==> config.mk <==
export PLATFORM = sky130hd
export DESIGN_NAME = led_event_sequencer_flat
export DESIGN_NICKNAME = d
export VERILOG_FILES = /design/src/rtl/led_event_sequencer_pkg.sv /design/src/rtl/led_event_sequencer_if.sv /design/src/rtl/led_event_sequencer_lane_decay.sv /design/src/rtl/led_event_sequencer.sv /design/src/flat_wrapper.sv
export SDC_FILE = /design/constraint.sdc
export NUM_CORES = 1
export LEC_CHECK = 0
export CORE_ASPECT_RATIO = 1.4
export CORE_MARGIN = 2
export CORE_UTILIZATION = 61
export CTS_CLUSTER_DIAMETER = 200
export DETAILED_ROUTE_END_ITERATION = 8
export PLACE_DENSITY = 0.83
export SYNTH_ARGS = -nofsm -noshare
export SYNTH_HDL_FRONTEND = slang
export SYNTH_HIERARCHICAL = 1
export SYNTH_SLANG_ARGS = --single-unit
==> constraint.sdc <==
create_clock -name clk -period 3.8 [get_ports clk]
set_clock_uncertainty 0.15 [all_clocks]
set_input_delay 0.76 -clock clk [delete_from_list [all_inputs] [get_ports clk]]
set_output_delay 0.76 -clock clk [all_outputs]
set_load 0.01 [all_outputs]
==> src/rtl/led_event_sequencer_pkg.sv <==
// -----------------------------------------------------------------------------
// led_event_pkg
// Shared definitions for the LED event sequencer:
//   - lane intensity level constants (LVL_OFF .. LVL_HIGH)
//   - judgment grade encodings (miss/good/great/perfect)
//   - NUM_LANES, the number of judgment lanes
//   - lvl_max(): larger of two intensity levels
// -----------------------------------------------------------------------------
package led_event_pkg;

    localparam int NUM_LANES = 3;

    typedef logic [1:0] level_t;

    localparam level_t LVL_OFF  = 2'b00;
    localparam level_t LVL_LOW  = 2'b01;
    localparam level_t LVL_MID  = 2'b10;
    localparam level_t LVL_HIGH = 2'b11;

    typedef enum logic [1:0] {
        GRADE_MISS    = 2'b00,
        GRADE_GOOD    = 2'b01,
        GRADE_GREAT   = 2'b10,
        GRADE_PERFECT = 2'b11
    } grade_e;

    // Grades map one-to-one onto levels, so the larger of the two wins.
    function automatic level_t lvl_max(input level_t a, input level_t b);
        return (a > b) ? a : b;
    endfunction

endpackage

==> src/rtl/led_event_sequencer_if.sv <==
// -----------------------------------------------------------------------------
// led_event_sequencer_if
// Event/brightness bus between the game core (master) and the sequencer
// (slave). Clock and reset are kept outside the interface.
//   judge_valid[2:0]  per-lane event strobe
//   judge_grade[5:0]  per-lane grade, lane i at [2i+1:2i]
//   bright_we/bright_wdata/bright_up/bright_dn  brightness controls
//   interrupt[5:0]    lane levels to the PWM interpreter
//   LedRGBBright[7:0] brightness to the PWM interpreter
//   tick              decay tick (debug)
//   combo[7:0]        combo counter, only when LED_EVENT_COMBO_EN is defined
// -----------------------------------------------------------------------------
interface led_event_sequencer_if;

    logic [2:0] judge_valid;
    logic [5:0] judge_grade;
    logic       bright_we;
    logic [7:0] bright_wdata;
    logic       bright_up;
    logic       bright_dn;
    logic [5:0] interrupt;
    logic [7:0] LedRGBBright;
    logic       tick;
`ifdef LED_EVENT_COMBO_EN
    logic [7:0] combo;
`endif

    modport master (
        output judge_valid, judge_grade, bright_we, bright_wdata, bright_up, bright_dn,
`ifdef LED_EVENT_COMBO_EN
        input  combo,
`endif
        input  interrupt, LedRGBBright, tick
    );

    modport slave (
        input  judge_valid, judge_grade, bright_we, bright_wdata, bright_up, bright_dn,
`ifdef LED_EVENT_COMBO_EN
        output combo,
`endif
        output interrupt, LedRGBBright, tick
    );

endinterface

==> src/rtl/led_event_sequencer_lane_decay.sv <==
// -----------------------------------------------------------------------------
// led_lane_decay
// One lane: holds a 2-bit intensity level and a hold timer. An event sets the
// level (miss clears it, otherwise the level only rises) and reloads the timer;
// each decay tick counts the timer down and drops one level when it expires.
// An event in the same cycle as a tick takes precedence over the tick.
// Ports:
//   clk, rst_n    clock, asynchronous active-low reset
//   event_i       event strobe for this lane
//   grade_i       grade of the event
//   tick_i        decay tick
//   level_o       current level (registered)
//   level_d_o     next level, lets the top register its packed output
// -----------------------------------------------------------------------------
module led_lane_decay
    import led_event_pkg::*;
#(
    parameter int HOLD_TICKS = 4
) (
    input  logic   clk,
    input  logic   rst_n,
    input  logic   event_i,
    input  logic [1:0] grade_i,
    input  logic   tick_i,
    output level_t level_o,
    output level_t level_d_o
);

    localparam int            TW   = $clog2(HOLD_TICKS + 1);
    localparam logic [TW-1:0] HOLD = TW'(HOLD_TICKS);

    level_t        level_q, level_d;
    logic [TW-1:0] timer_q, timer_d;

    // Next-state: event beats tick; level OFF or an empty timer ignores ticks.
    always_comb begin
        level_d = level_q;
        timer_d = timer_q;
        if (event_i) begin
            if (grade_i == GRADE_MISS) begin
                level_d = LVL_OFF;
                timer_d = {TW{1'b0}};
            end else begin
                level_d = lvl_max(level_q, level_t'(grade_i));
                timer_d = HOLD;
            end
        end else if (tick_i && (level_q != LVL_OFF) && (timer_q != {TW{1'b0}})) begin
            if (timer_q == TW'(1)) begin
                level_d = level_q - 2'b01;
                timer_d = (level_q == LVL_LOW) ? {TW{1'b0}} : HOLD;
            end else begin
                timer_d = timer_q - TW'(1);
            end
        end else begin
            level_d = level_q;
            timer_d = timer_q;
        end
    end

    // Lane state registers.
    always_ff @(posedge clk or negedge rst_n) begin
        if (!rst_n) begin
            level_q <= LVL_OFF;
            timer_q <= {TW{1'b0}};
        end else begin
            level_q <= level_d;
            timer_q <= timer_d;
        end
    end

    assign level_o   = level_q;
    assign level_d_o = level_d;

endmodule

==> src/rtl/led_event_sequencer.sv <==
// -----------------------------------------------------------------------------
// led_event_sequencer
// Turns per-lane judgment events into the 6-bit interrupt level code and the
// 8-bit LedRGBBright value consumed by the RGB LED PWM interpreter.
// Contains the decay prescaler, the brightness register, optional combo logic
// and output packing; each lane is a led_lane_decay instance.
// Ports:
//   clk    system clock
//   rst_n  asynchronous active-low reset
//   bus    led_event_sequencer_if.slave (events, brightness, outputs)
// Build option: define LED_EVENT_COMBO_EN to add the combo counter, the
// combo output and the full-intensity override.
// -----------------------------------------------------------------------------
module led_event_sequencer
    import led_event_pkg::*;
#(
    parameter int TICK_DIV    = 250000,
    parameter int HOLD_TICKS  = 4,
    parameter int BRIGHT_RST  = 128,
    parameter int BRIGHT_STEP = 16
`ifdef LED_EVENT_COMBO_EN
    ,
    parameter int COMBO_THRESH = 8
`endif
) (
    input  logic clk,
    input  logic rst_n,
    led_event_sequencer_if.slave bus
);

    localparam int               CW   = (TICK_DIV > 2) ? $clog2(TICK_DIV) : 1;
    localparam logic [CW-1:0]    LAST = CW'(TICK_DIV - 1);

    logic [CW-1:0] cnt_q;
    logic          tick_q;
    logic [7:0]    bright_q, bright_d;
    logic [8:0]    bright_up_s;
    logic [5:0]    irq_q, irq_d;
    level_t        level_s   [NUM_LANES];
    level_t        level_d_s [NUM_LANES];
    logic          boost_s;

    // Prescaler; tick is raised in the cycle where the counter reads 0 again.
    always_ff @(posedge clk or negedge rst_n) begin
        if (!rst_n) begin
            cnt_q  <= {CW{1'b0}};
            tick_q <= 1'b0;
        end else begin
            cnt_q  <= (cnt_q == LAST) ? {CW{1'b0}} : cnt_q + CW'(1);
            tick_q <= (cnt_q == LAST);
        end
    end

    for (genvar i = 0; i < NUM_LANES; i++) begin : g_lane
        led_lane_decay #(.HOLD_TICKS(HOLD_TICKS)) u_lane (
            .clk       (clk),
            .rst_n     (rst_n),
            .event_i   (bus.judge_valid[i]),
            .grade_i   (bus.judge_grade[2*i +: 2]),
            .tick_i    (tick_q),
            .level_o   (level_s[i]),
            .level_d_o (level_d_s[i])
        );
    end

    // Brightness next-state: write beats steps, steps saturate at 0 and 255.
    always_comb begin
        bright_up_s = {1'b0, bright_q} + 9'(BRIGHT_STEP);
        bright_d    = bright_q;
        if (bus.bright_we) begin
            bright_d = bus.bright_wdata;
        end else if (bus.bright_up && !bus.bright_dn) begin
            bright_d = (bright_up_s > 9'd255) ? 8'd255 : bright_up_s[7:0];
        end else if (bus.bright_dn && !bus.bright_up) begin
            bright_d = ({1'b0, bright_q} < 9'(BRIGHT_STEP)) ? 8'd0 : 8'(bright_q - 8'(BRIGHT_STEP));
        end else begin
            bright_d = bright_q;
        end
    end

`ifdef LED_EVENT_COMBO_EN
    logic [7:0] combo_q, combo_d;
    logic       any_miss_s, any_hit_s;

    // Combo next-state: a miss on any lane clears, otherwise any hit counts once.
    always_comb begin
        any_miss_s = 1'b0;
        any_hit_s  = 1'b0;
        for (int i = 0; i < NUM_LANES; i++) begin
            if (bus.judge_valid[i] && (bus.judge_grade[2*i +: 2] == GRADE_MISS)) begin
                any_miss_s = 1'b1;
            end else if (bus.judge_valid[i]) begin
                any_hit_s = 1'b1;
            end else begin
                any_hit_s = any_hit_s;
            end
        end
        if (any_miss_s) begin
            combo_d = 8'd0;
        end else if (any_hit_s && (combo_q != 8'd255)) begin
            combo_d = combo_q + 8'd1;
        end else begin
            combo_d = combo_q;
        end
    end

    // Combo counter register.
    always_ff @(posedge clk or negedge rst_n) begin
        if (!rst_n) begin
            combo_q <= 8'd0;
        end else begin
            combo_q <= combo_d;
        end
    end

    assign boost_s   = ({24'd0, combo_d} >= 32'(COMBO_THRESH));
    assign bus.combo = combo_q;
`else
    assign boost_s = 1'b0;
`endif

    // Output packing from next-state so interrupt stays a registered output
    // while still showing an event one cycle after it arrives.
    always_comb begin
        irq_d = 6'd0;
        for (int i = 0; i < NUM_LANES; i++) begin
            if (boost_s && (level_d_s[i] != LVL_OFF)) begin
                irq_d[2*i +: 2] = LVL_HIGH;
            end else begin
                irq_d[2*i +: 2] = level_d_s[i];
            end
        end
    end

    // Brightness and interrupt output registers.
    always_ff @(posedge clk or negedge rst_n) begin
        if (!rst_n) begin
            bright_q <= 8'(BRIGHT_RST);
            irq_q    <= 6'd0;
        end else begin
            bright_q <= bright_d;
            irq_q    <= irq_d;
        end
    end

    assign bus.interrupt    = irq_q;
    assign bus.LedRGBBright = bright_q;
    assign bus.tick         = tick_q;

endmodule
==> src/flat_wrapper.sv <==
// flat-port wrapper written by rule: the top's interface ports become plain ports
module led_event_sequencer_flat import led_event_pkg::*;
#(
    parameter int TICK_DIV    = 250000,
    parameter int HOLD_TICKS  = 4,
    parameter int BRIGHT_RST  = 128,
    parameter int BRIGHT_STEP = 16

)
  (clk, rst_n, bus_judge_valid, bus_judge_grade, bus_bright_we, bus_bright_wdata, bus_bright_up, bus_bright_dn, bus_interrupt, bus_LedRGBBright, bus_tick);
  led_event_sequencer_if bus_i ();
  input  logic clk;
  input  logic rst_n;
  input wire logic [$bits(bus_i.judge_valid)-1:0] bus_judge_valid;
  input wire logic [$bits(bus_i.judge_grade)-1:0] bus_judge_grade;
  input wire logic [$bits(bus_i.bright_we)-1:0] bus_bright_we;
  input wire logic [$bits(bus_i.bright_wdata)-1:0] bus_bright_wdata;
  input wire logic [$bits(bus_i.bright_up)-1:0] bus_bright_up;
  input wire logic [$bits(bus_i.bright_dn)-1:0] bus_bright_dn;
  output wire logic [$bits(bus_i.interrupt)-1:0] bus_interrupt;
  output wire logic [$bits(bus_i.LedRGBBright)-1:0] bus_LedRGBBright;
  output wire logic [$bits(bus_i.tick)-1:0] bus_tick;
  assign bus_i.judge_valid = bus_judge_valid;
  assign bus_i.judge_grade = bus_judge_grade;
  assign bus_i.bright_we = bus_bright_we;
  assign bus_i.bright_wdata = bus_bright_wdata;
  assign bus_i.bright_up = bus_bright_up;
  assign bus_i.bright_dn = bus_bright_dn;
  assign bus_interrupt = bus_i.interrupt;
  assign bus_LedRGBBright = bus_i.LedRGBBright;
  assign bus_tick = bus_i.tick;
  led_event_sequencer #(.TICK_DIV(TICK_DIV), .HOLD_TICKS(HOLD_TICKS), .BRIGHT_RST(BRIGHT_RST), .BRIGHT_STEP(BRIGHT_STEP)) u_core (.clk(clk), .rst_n(rst_n), .bus(bus_i));
endmodule
==> results of run 1 <==
## power breakdown
group          switching, mW  internal [mW]  leakage (nW)
combinational          0.128          0.133         0.880
sequential            0.0359          0.548         0.595
clock                  0.171          0.149        0.0516
total                  0.334          0.830          1.53
## layout by cell type, fill, tap and decap left out, drive strengths merged, types with 4 or more instances in the layout
cell type,synthesis,layout
a2bb2oi,4,4
nor4b,5,5
nand2,16,16
nor4,4,4
nor2,19,19
inv,25,26
and4,4,4
xnor2,9,9
ha,28,28
a311oi,7,7
a211oi,5,5
a31oi,4,4
clkdlybuf4s50,0,35
nor2b,7,7
o21bai,4,4
nand2b,9,9
dfrtp,47,47
xor2,6,6
a21oi,16,16
clkbuf,3,6
nand3,10,10
a21o,6,6
a31o,4,4
## cell type report
class                           instances  area, sq um  share of cell area
Multi-Input combinational cell        212         1680               0.480
Sequential cell                        48         1200               0.342
Timing Repair Buffer                   36          355               0.101
Inverter                               25         93.8              0.0267
Clock buffer                            6         82.6              0.0235
Tap cell                               64         80.1              0.0228
Clock inverter                          2         13.8             0.00392
## flip-flops by register name (all words and copies together), names as in the netlist
name,flops
u_core/bus.LedRGBBright,8
u_core/bus.interrupt,6
u_core/bus.tick,1
u_core/cnt_q,18
u_core/g_lane.u_lane/level_o,6
u_core/g_lane.u_lane/timer_q,9
## kinds of logic after synthesis
logic type,after synthesis,share of synthesized area
and+or+nand+nor,92,0.199
AOI/OAI and AO/OA,76,0.198
DFF,48,0.401
buffers and inverters,29,0.0375
adders and majority gates,28,0.117
xor gates and xnor gates,15,0.0438
muxes,1,0.00334
## through the flow
step / util / total power [mW]
detailed placement: 0.711 / 0.854
floorplan: - / 0.739
CTS: 0.731 / 1.18
finish: 0.731 / 1.16
global placement: 0.711 / 0.843
global route: 0.731 / 1.23
## metal layers
layer | vias up | GRT usage | share of wire
met5 | - | 0 | 0
met4 | 0 | 0.0692 | 0.012
met3 | 6 | 0.0375 | 0.040
met2 | 53 | 0.440 | 0.54
met1 | 1156 | 0.262 | 0.41
li1 | 1138 | - | -
## worst reg2reg max path: stages (launching register included)
cell	delay, ns
sky130_fd_sc_hd__dfrtp_1	0.50
sky130_fd_sc_hd__inv_1	0.11
sky130_fd_sc_hd__ha_1	0.33
sky130_fd_sc_hd__nand4b_1	0.14
sky130_fd_sc_hd__o41ai_2	0.33
sky130_fd_sc_hd__o2111ai_1	0.34
sky130_fd_sc_hd__a2bb2oi_1	0.27
## path summary, 6_finish.rpt
kind	from	to	slack, ns
min reg2reg	u_core/cnt_q[17]	u_core/cnt_q[17]	0.34
min	u_core/cnt_q[17]	u_core/cnt_q[17]	0.34
max reg2reg	u_core/bus.LedRGBBright[4]	u_core/bus.LedRGBBright[2]	1.56
min in group asynchronous	rst_n	u_core/g_lane[2].u_lane/timer_q[0]	0.49
max in group asynchronous	rst_n	u_core/bus.LedRGBBright[0]	2.35
max	u_core/bus.LedRGBBright[7]	bus_LedRGBBright[7]	1.39
==> impl_summary.log, run 1 <==
[metrics] status: finished, final reports clean
[metrics] netlist area before placement: 0.00300 sq mm
[metrics] yosys synthesis warning count: 6
[metrics] list of most frequent post-synthesis cells: sky130_fd_sc_hd__dfrtp_1, sky130_fd_sc_hd__ha_1, sky130_fd_sc_hd__inv_1
[metrics] number of instances in the synthesized netlist: 289
[metrics] number of core rows: 30
[metrics] worst-case setup slack after placement: 1.17 ns
[metrics] fraction of layout instances using a drive strength above 1: 0.0973
[metrics] first-pass GRT wire length: 10.3 mm
[metrics] worst hold slack after final layout: 0.336 ns
[metrics] Yosys cell types: 53
[metrics] number of buffers and inverters on the critical path: 1
[metrics] top cells by area, synth: sky130_fd_sc_hd__dfrtp_1, sky130_fd_sc_hd__ha_1, sky130_fd_sc_hd__inv_1
[metrics] Worst Slack Setup Final: 1.39 ns
[metrics] number of nets produced by synthesis: 339
[metrics] cell with the biggest individual delay on the critical path: sky130_fd_sc_hd__dfstp_2
[metrics] Worst Reg-to-Reg Cells: 6
[metrics] number of synthesized register bits: 48
[metrics] Min Clock Period, post-route: 2.41 ns
[metrics] clock-pin slew reported for the worst setup and hold paths after clock tree synthesis: 0.09 ns
[metrics] global-route total usage across every layer: 0.230
[metrics] vias in the first global route: 2375
[metrics] NumNets Final: 378
[metrics] slowest stage delay, CP: 0.64 ns
[metrics] launching element type of the critical path: flop
[metrics] portion of the post-synthesis area used by sequential elements: 0.401
[metrics] most common cell in the netlist: sky130_fd_sc_hd__dfrtp_1
[metrics] Port Buf Inserts: 36
[metrics] portion of synthesized cell area occupied by the leading cell type: 0.392
[metrics] clock root buffer: sky130_fd_sc_hd__clkbuf_8
[metrics] area of all placed cells without fillers: 0.00351 sq mm
[metrics] effective utilization at floorplan: 0.624
[metrics] total half-perimeter wirelength after legalization and detailed placement: 4.32 mm
[metrics] total power per unit cell area: 331 mW/mm^2
[metrics] number of stages on the worst setup path: 1
[metrics] via-per-instance ratio: 5.99
[metrics] clock insertion delay at the later pin of the skew report: 0.30 ns
[metrics] detailed-route DRC error count: 0
[metrics] Die X-Extent: 63.3 um
[metrics] post-route non-filler standard cell count: 393
[metrics] Max transition margin: 0.295
[metrics] final count of negative-setup-slack endpoints: 0
[metrics] vias after detailed routing: 2353
[metrics] DRT iter0 DRCs: 105
[metrics] path category of the worst min-delay check: flop to flop
[metrics] Critical Path RT: 2.89 ns
[metrics] overall die area: 0.00550 sq mm
[metrics] biggest area consumer among synthesized cells: sky130_fd_sc_hd__dfrtp_1
[metrics] total placed cells including tap cells: 385
[metrics] instance count along the most critical hold path: 1
[metrics] synthesized area per cell: 10.4 sq um
[metrics] total cell area at the placement stage: 0.00342 sq mm
[metrics] Slew Limit Fails: 0
[metrics] max capacitance violation total: 0
[metrics] type of the setup path with the least slack: flop to output pin
[metrics] Fill cells: 391
[metrics] CP cell instances: clkdlybuf4s50_1
[metrics] pin count of the biggest net entering global routing: 49
[metrics] total grt overflow: 0
[metrics] CORE AREA: 0.00480 sq mm
[metrics] total number of clock tree sinks: 48
[metrics] number of primary I/O pins: 37
[metrics] CP top delay family: flip-flops
[metrics] most used flip-flop cell after synthesis: sky130_fd_sc_hd__dfrtp_1
[metrics] CTS Hold Bufs: 0
[metrics] Total Wirelength: 5.85 mm
[metrics] CTS H-tree lvls: 2
[metrics] Area growth, synth to finish: 17.1%
[metrics] maximum resistive drop on vdd: 0.251 mV
[metrics] fraction of registers with async set/reset: 1.00
[metrics] EDFF count, synth: 0
[metrics] TritonCTS clock tree: done
[metrics] Bufs on Longest Clock Path: 2
[metrics] post-route clock period utilization: 0.634
[metrics] Arr. time, crit path: 1.50 ns
[metrics] total CTS buffers: 5
[metrics] Antenna Violating Nets Remaining: 0
[metrics] pin slew with the least headroom to its limit: 1.06 ns
[metrics] Worst Path Max Fanout: 10
[metrics] number of endpoints with negative hold slack in the final report: 0
[metrics] number of search-and-repair iterations in the first detailed-routing pass: 4
[metrics] number of antenna diodes: 0
[metrics] Fmax: 415 MHz
[metrics] kind of end point of the critical path: output pin
[metrics] setup repair after global routing missed its margin: false
[metrics] number of gates resized after CTS: 0
[metrics] wire length per cell after detailed routing: 14.9 um
[metrics] antenna violations before repair: 0
[metrics] leakage power: 1.53 nW
[metrics] TNS Setup: 0 ns
[metrics] Chip Height: 87.0 um
[metrics] number of post-CTS setup repair buffers: 0
[metrics] placer's final routability congestion estimate: 0.813
(Power assumes the default switching activity.)
==> run 2, diff against run 1 <==
Settings changed: CORE_UTILIZATION 61 to 56, PLACE_DENSITY 0.83 to 0.77.
Clock period 3.8 ns to 2.4 ns, I/O delays scaled along.
==> impl_summary.log, run 2 (synthesized netlist as in run 1, its figures left out) <==
[metrics] TritonCTS clock tree: done
[metrics] instance count along the most critical hold path: 1 (unchanged)
[metrics] flip-flop count of the largest register after layout: 18 (unchanged)
[metrics] maximum resistive drop on vdd: 0.444 mV (+77%)
[metrics] RR Startpoint: u_core/bus.LedRGBBright[5]
[metrics] total placed cells including tap cells: 393 (+2.1%)
[metrics] effective utilization at floorplan: 0.581 (-0.0428)
[metrics] total number of clock tree sinks: 48 (unchanged)
[metrics] fraction of power consumed by combinational cells: 0.218 (-0.006)
[metrics] vias after detailed routing: 2349 (-0.17%)
[metrics] Worst Slack Setup Final: 0.227 ns (-1.16 ns)
[metrics] Die X-Extent: 65.9 um (+4.1%)
[metrics] switching share of power: 0.277 (-0.0106)
[metrics] RR Endpoint: u_core/bus.LedRGBBright[6]
[metrics] CP cell instances: inv_1 -> ha_1 -> nand4b_1 -> o41ai_2 -> o2111ai_1 -> a211oi_2
[metrics] TNS Setup: 0 ns (unchanged)
[metrics] Total Wirelength: 5.82 mm (-0.41%)
[metrics] launch instance of the worst min-delay path: u_core/cnt_q[0]
[metrics] overall die area: 0.00597 sq mm (+8.4%)
[metrics] Area growth, synth to finish: 19.6%
[metrics] Chip Height: 90.6 um (+4.2%)
[metrics] Min Clock Period, post-route: 2.17 ns
[metrics] clock-pin slew reported for the worst setup and hold paths after clock tree synthesis: 0.09 ns (about the same)
[metrics] internal power component: 1.40 mW (+69%)
[metrics] power consumption: 1.93 mW (+66%)
[metrics] area of all placed cells without fillers: 0.00359 sq mm (+2.2%)
[metrics] Fill cells: 402 (+2.8%)
[metrics] total power per unit cell area: 539 mW/mm^2 (+63%)
[metrics] proportion of power drawn by the clock network: 0.305 (+0.030)
[metrics] number of search-and-repair iterations in the first detailed-routing pass: 4 (unchanged)
[metrics] total cell area at the placement stage: 0.00346 sq mm (+1.4%)
[metrics] global-route total usage across every layer: 0.211 (-0.0196)
[metrics] Antenna Violating Nets Remaining: 0 (unchanged)
[metrics] antenna violations before repair: 0 (unchanged)
[metrics] Worst Path Max Fanout: 7 (-3)
[metrics] register name with the most flops: u_core/cnt_q
[metrics] kind of end point of the critical path: flop
[metrics] Endpoint, Worst Hold: u_core/cnt_q[0]
[metrics] Critical Path RT: 2.47 ns (-0.42 ns)
[metrics] Max transition margin: 0.601 (+0.305)
[metrics] path category of the worst min-delay check: flop to flop
[metrics] CORE AREA: 0.00516 sq mm (+7.4%)
[metrics] register-to-register setup slack: 0.23 ns (-1.33 ns)
[metrics] vias in the first global route: 2279 (-4.0%)
[metrics] commonest cells after routing, fill and taps aside: sky130_fd_sc_hd__dfrtp_1, sky130_fd_sc_hd__clkdlybuf4s50_1, sky130_fd_sc_hd__ha_1
[metrics] total grt overflow: 0 (unchanged)
[metrics] Psw: 0.535 mW (+60%)
[metrics] cell with the biggest individual delay on the critical path: sky130_fd_sc_hd__dfrtp_1
[metrics] launching element type of the critical path: flop
[metrics] Fmax: 460 MHz
[metrics] CTS H-tree lvls: 2 (unchanged)
[metrics] pin count of the biggest net entering global routing: 19 (-61%)
[metrics] wire length per cell after detailed routing: 14.5 um (-2.6%)
[metrics] NumNets Final: 385 (+1.9%)
[metrics] sequential cell fraction of total power: 0.476 (-0.025)
[metrics] number of gates resized after CTS: 0 (unchanged)
[metrics] total half-perimeter wirelength after legalization and detailed placement: 4.43 mm (+2.6%)
[metrics] max capacitance violation total: 0 (unchanged)
[metrics] first-pass GRT wire length: 10.1 mm (-2.0%)
[metrics] DRT iter0 DRCs: 88 (-16%)
[metrics] worst hold slack after final layout: 0.326 ns (-0.00939 ns)
[metrics] number of primary I/O pins: 37 (unchanged)
[metrics] worst-case setup slack after placement: 0.159 ns (-1.01 ns)
[metrics] type of the setup path with the least slack: flop to flop
[metrics] via-per-instance ratio: 5.84 (-2.4%)
[metrics] fraction of layout instances using a drive strength above 1: 0.113 (+0.0158)
[metrics] post-route clock period utilization: 0.905
[metrics] Bufs on Longest Clock Path: 2 (unchanged)
[metrics] final count of negative-setup-slack endpoints: 0 (unchanged)
[metrics] slowest stage delay, CP: 0.49 ns (-0.15 ns)
[metrics] Worst Reg-to-Reg Cells: 6 (unchanged)
[metrics] setup repair after global routing missed its margin: false
[metrics] number of core rows: 31 (+3.3%)
[metrics] leading cell type in the layout, fill and taps excluded: sky130_fd_sc_hd__dfrtp_1
[metrics] pin slew with the least headroom to its limit: 0.599 ns (-0.458 ns)
[metrics] total CTS buffers: 5 (unchanged)
[metrics] number of endpoints with negative hold slack in the final report: 0 (unchanged)
[metrics] placer's final routability congestion estimate: 0.904 (+11%)
[metrics] status: finished, final reports clean
[metrics] clock root buffer: sky130_fd_sc_hd__clkbuf_8
[metrics] post-route non-filler standard cell count: 402 (+2.3%)
[metrics] Final Util: 0.696 (-0.0354)
[metrics] clock insertion delay at the later pin of the skew report: 0.30 ns (about the same)
[metrics] Slew Limit Fails: 0 (unchanged)
[metrics] leakage power: 1.56 nW (+2.4%)
[metrics] detailed-route DRC error count: 0 (unchanged)
[metrics] number of antenna diodes: 0 (unchanged)
[metrics] Arr. time, crit path: 2.25 ns (+0.75 ns)
[metrics] number of post-CTS setup repair buffers: 0 (unchanged)
[metrics] Port Buf Inserts: 36 (unchanged)
run 2: worst max-delay path: cells and delay by family, from the launching register on:
family | cells | cell delay (ns)
buffers and inverters | 1 | 0.07
AOI/OAI and AO/OA | 3 | 0.95
DFF | 1 | 0.49
and+or+nand+nor | 1 | 0.13
adders and majority gates | 1 | 0.31
run 2: area by class of cell:
type / instances / area, sq um / share of cell area
Multi-Input combinational cell: 212 / 1680 / 0.469
Sequential cell: 48 / 1200 / 0.335
Timing Repair Buffer: 43 / 410 / 0.114
Inverter: 25 / 93.8 / 0.0262
Tap cell: 66 / 82.6 / 0.0230
Clock buffer: 5 / 68.8 / 0.0192
Clock inverter: 3 / 46.3 / 0.0129
run 2: how the worst max path moves through the flow:
stage	slack [ns]	start	end
3_3_place_gp	0.21	bus_judge_grade[5]	u_core/bus.interrupt[4]
5_1_grt	0.10	u_core/bus.LedRGBBright[5]	u_core/bus.LedRGBBright[5]
3_5_place_dp	0.16	bus_judge_grade[5]	u_core/bus.interrupt[4]
4_1_cts	0.21	u_core/bus.LedRGBBright[5]	u_core/bus.LedRGBBright[6]
6_report	0.23	u_core/bus.LedRGBBright[5]	u_core/bus.LedRGBBright[6]
2_1_floorplan	0.40	u_core/bus.LedRGBBright[4]	u_core/bus.LedRGBBright[6]
run 2: metal layers:
| layer | share of wire | global-route usage | routed length [um] |
|---|---|---|---|
| met1 | 0.42 | 0.251 | 2450 |
| met2 | 0.54 | 0.385 | 3130 |
| met3 | 0.032 | 0.0374 | 185 |
| met4 | 0.0094 | 0.0451 | 55 |
| met5 | 0 | 0 | 0 |
run 2: what timing repair did:
| action | CTS | global route |
|---|---|---|
| endpoints found under the hold margin | 15 | 0 |
| endpoints found under the setup margin | 0 | 0 |
| hold buffers | 1 | 0 |
run 2: power by group through the flow:
stage	Combinational [mW]	Clock, mW	Sequential, mW
6_report	0.422	0.590	0.921
5_1_grt	0.471	0.645	0.930
4_1_cts	0.424	0.613	0.921
3_5_place_dp	0.421	0	0.936
3_3_place_gp	0.407	0	0.937
2_1_floorplan	0.231	0	0.938
==> run 3, diff against run 2 <==
Settings changed: CTS_CLUSTER_SIZE from default to 30.
==> results of run 3 <==
Final layout, timing and power as in run 2 (identical DEF).
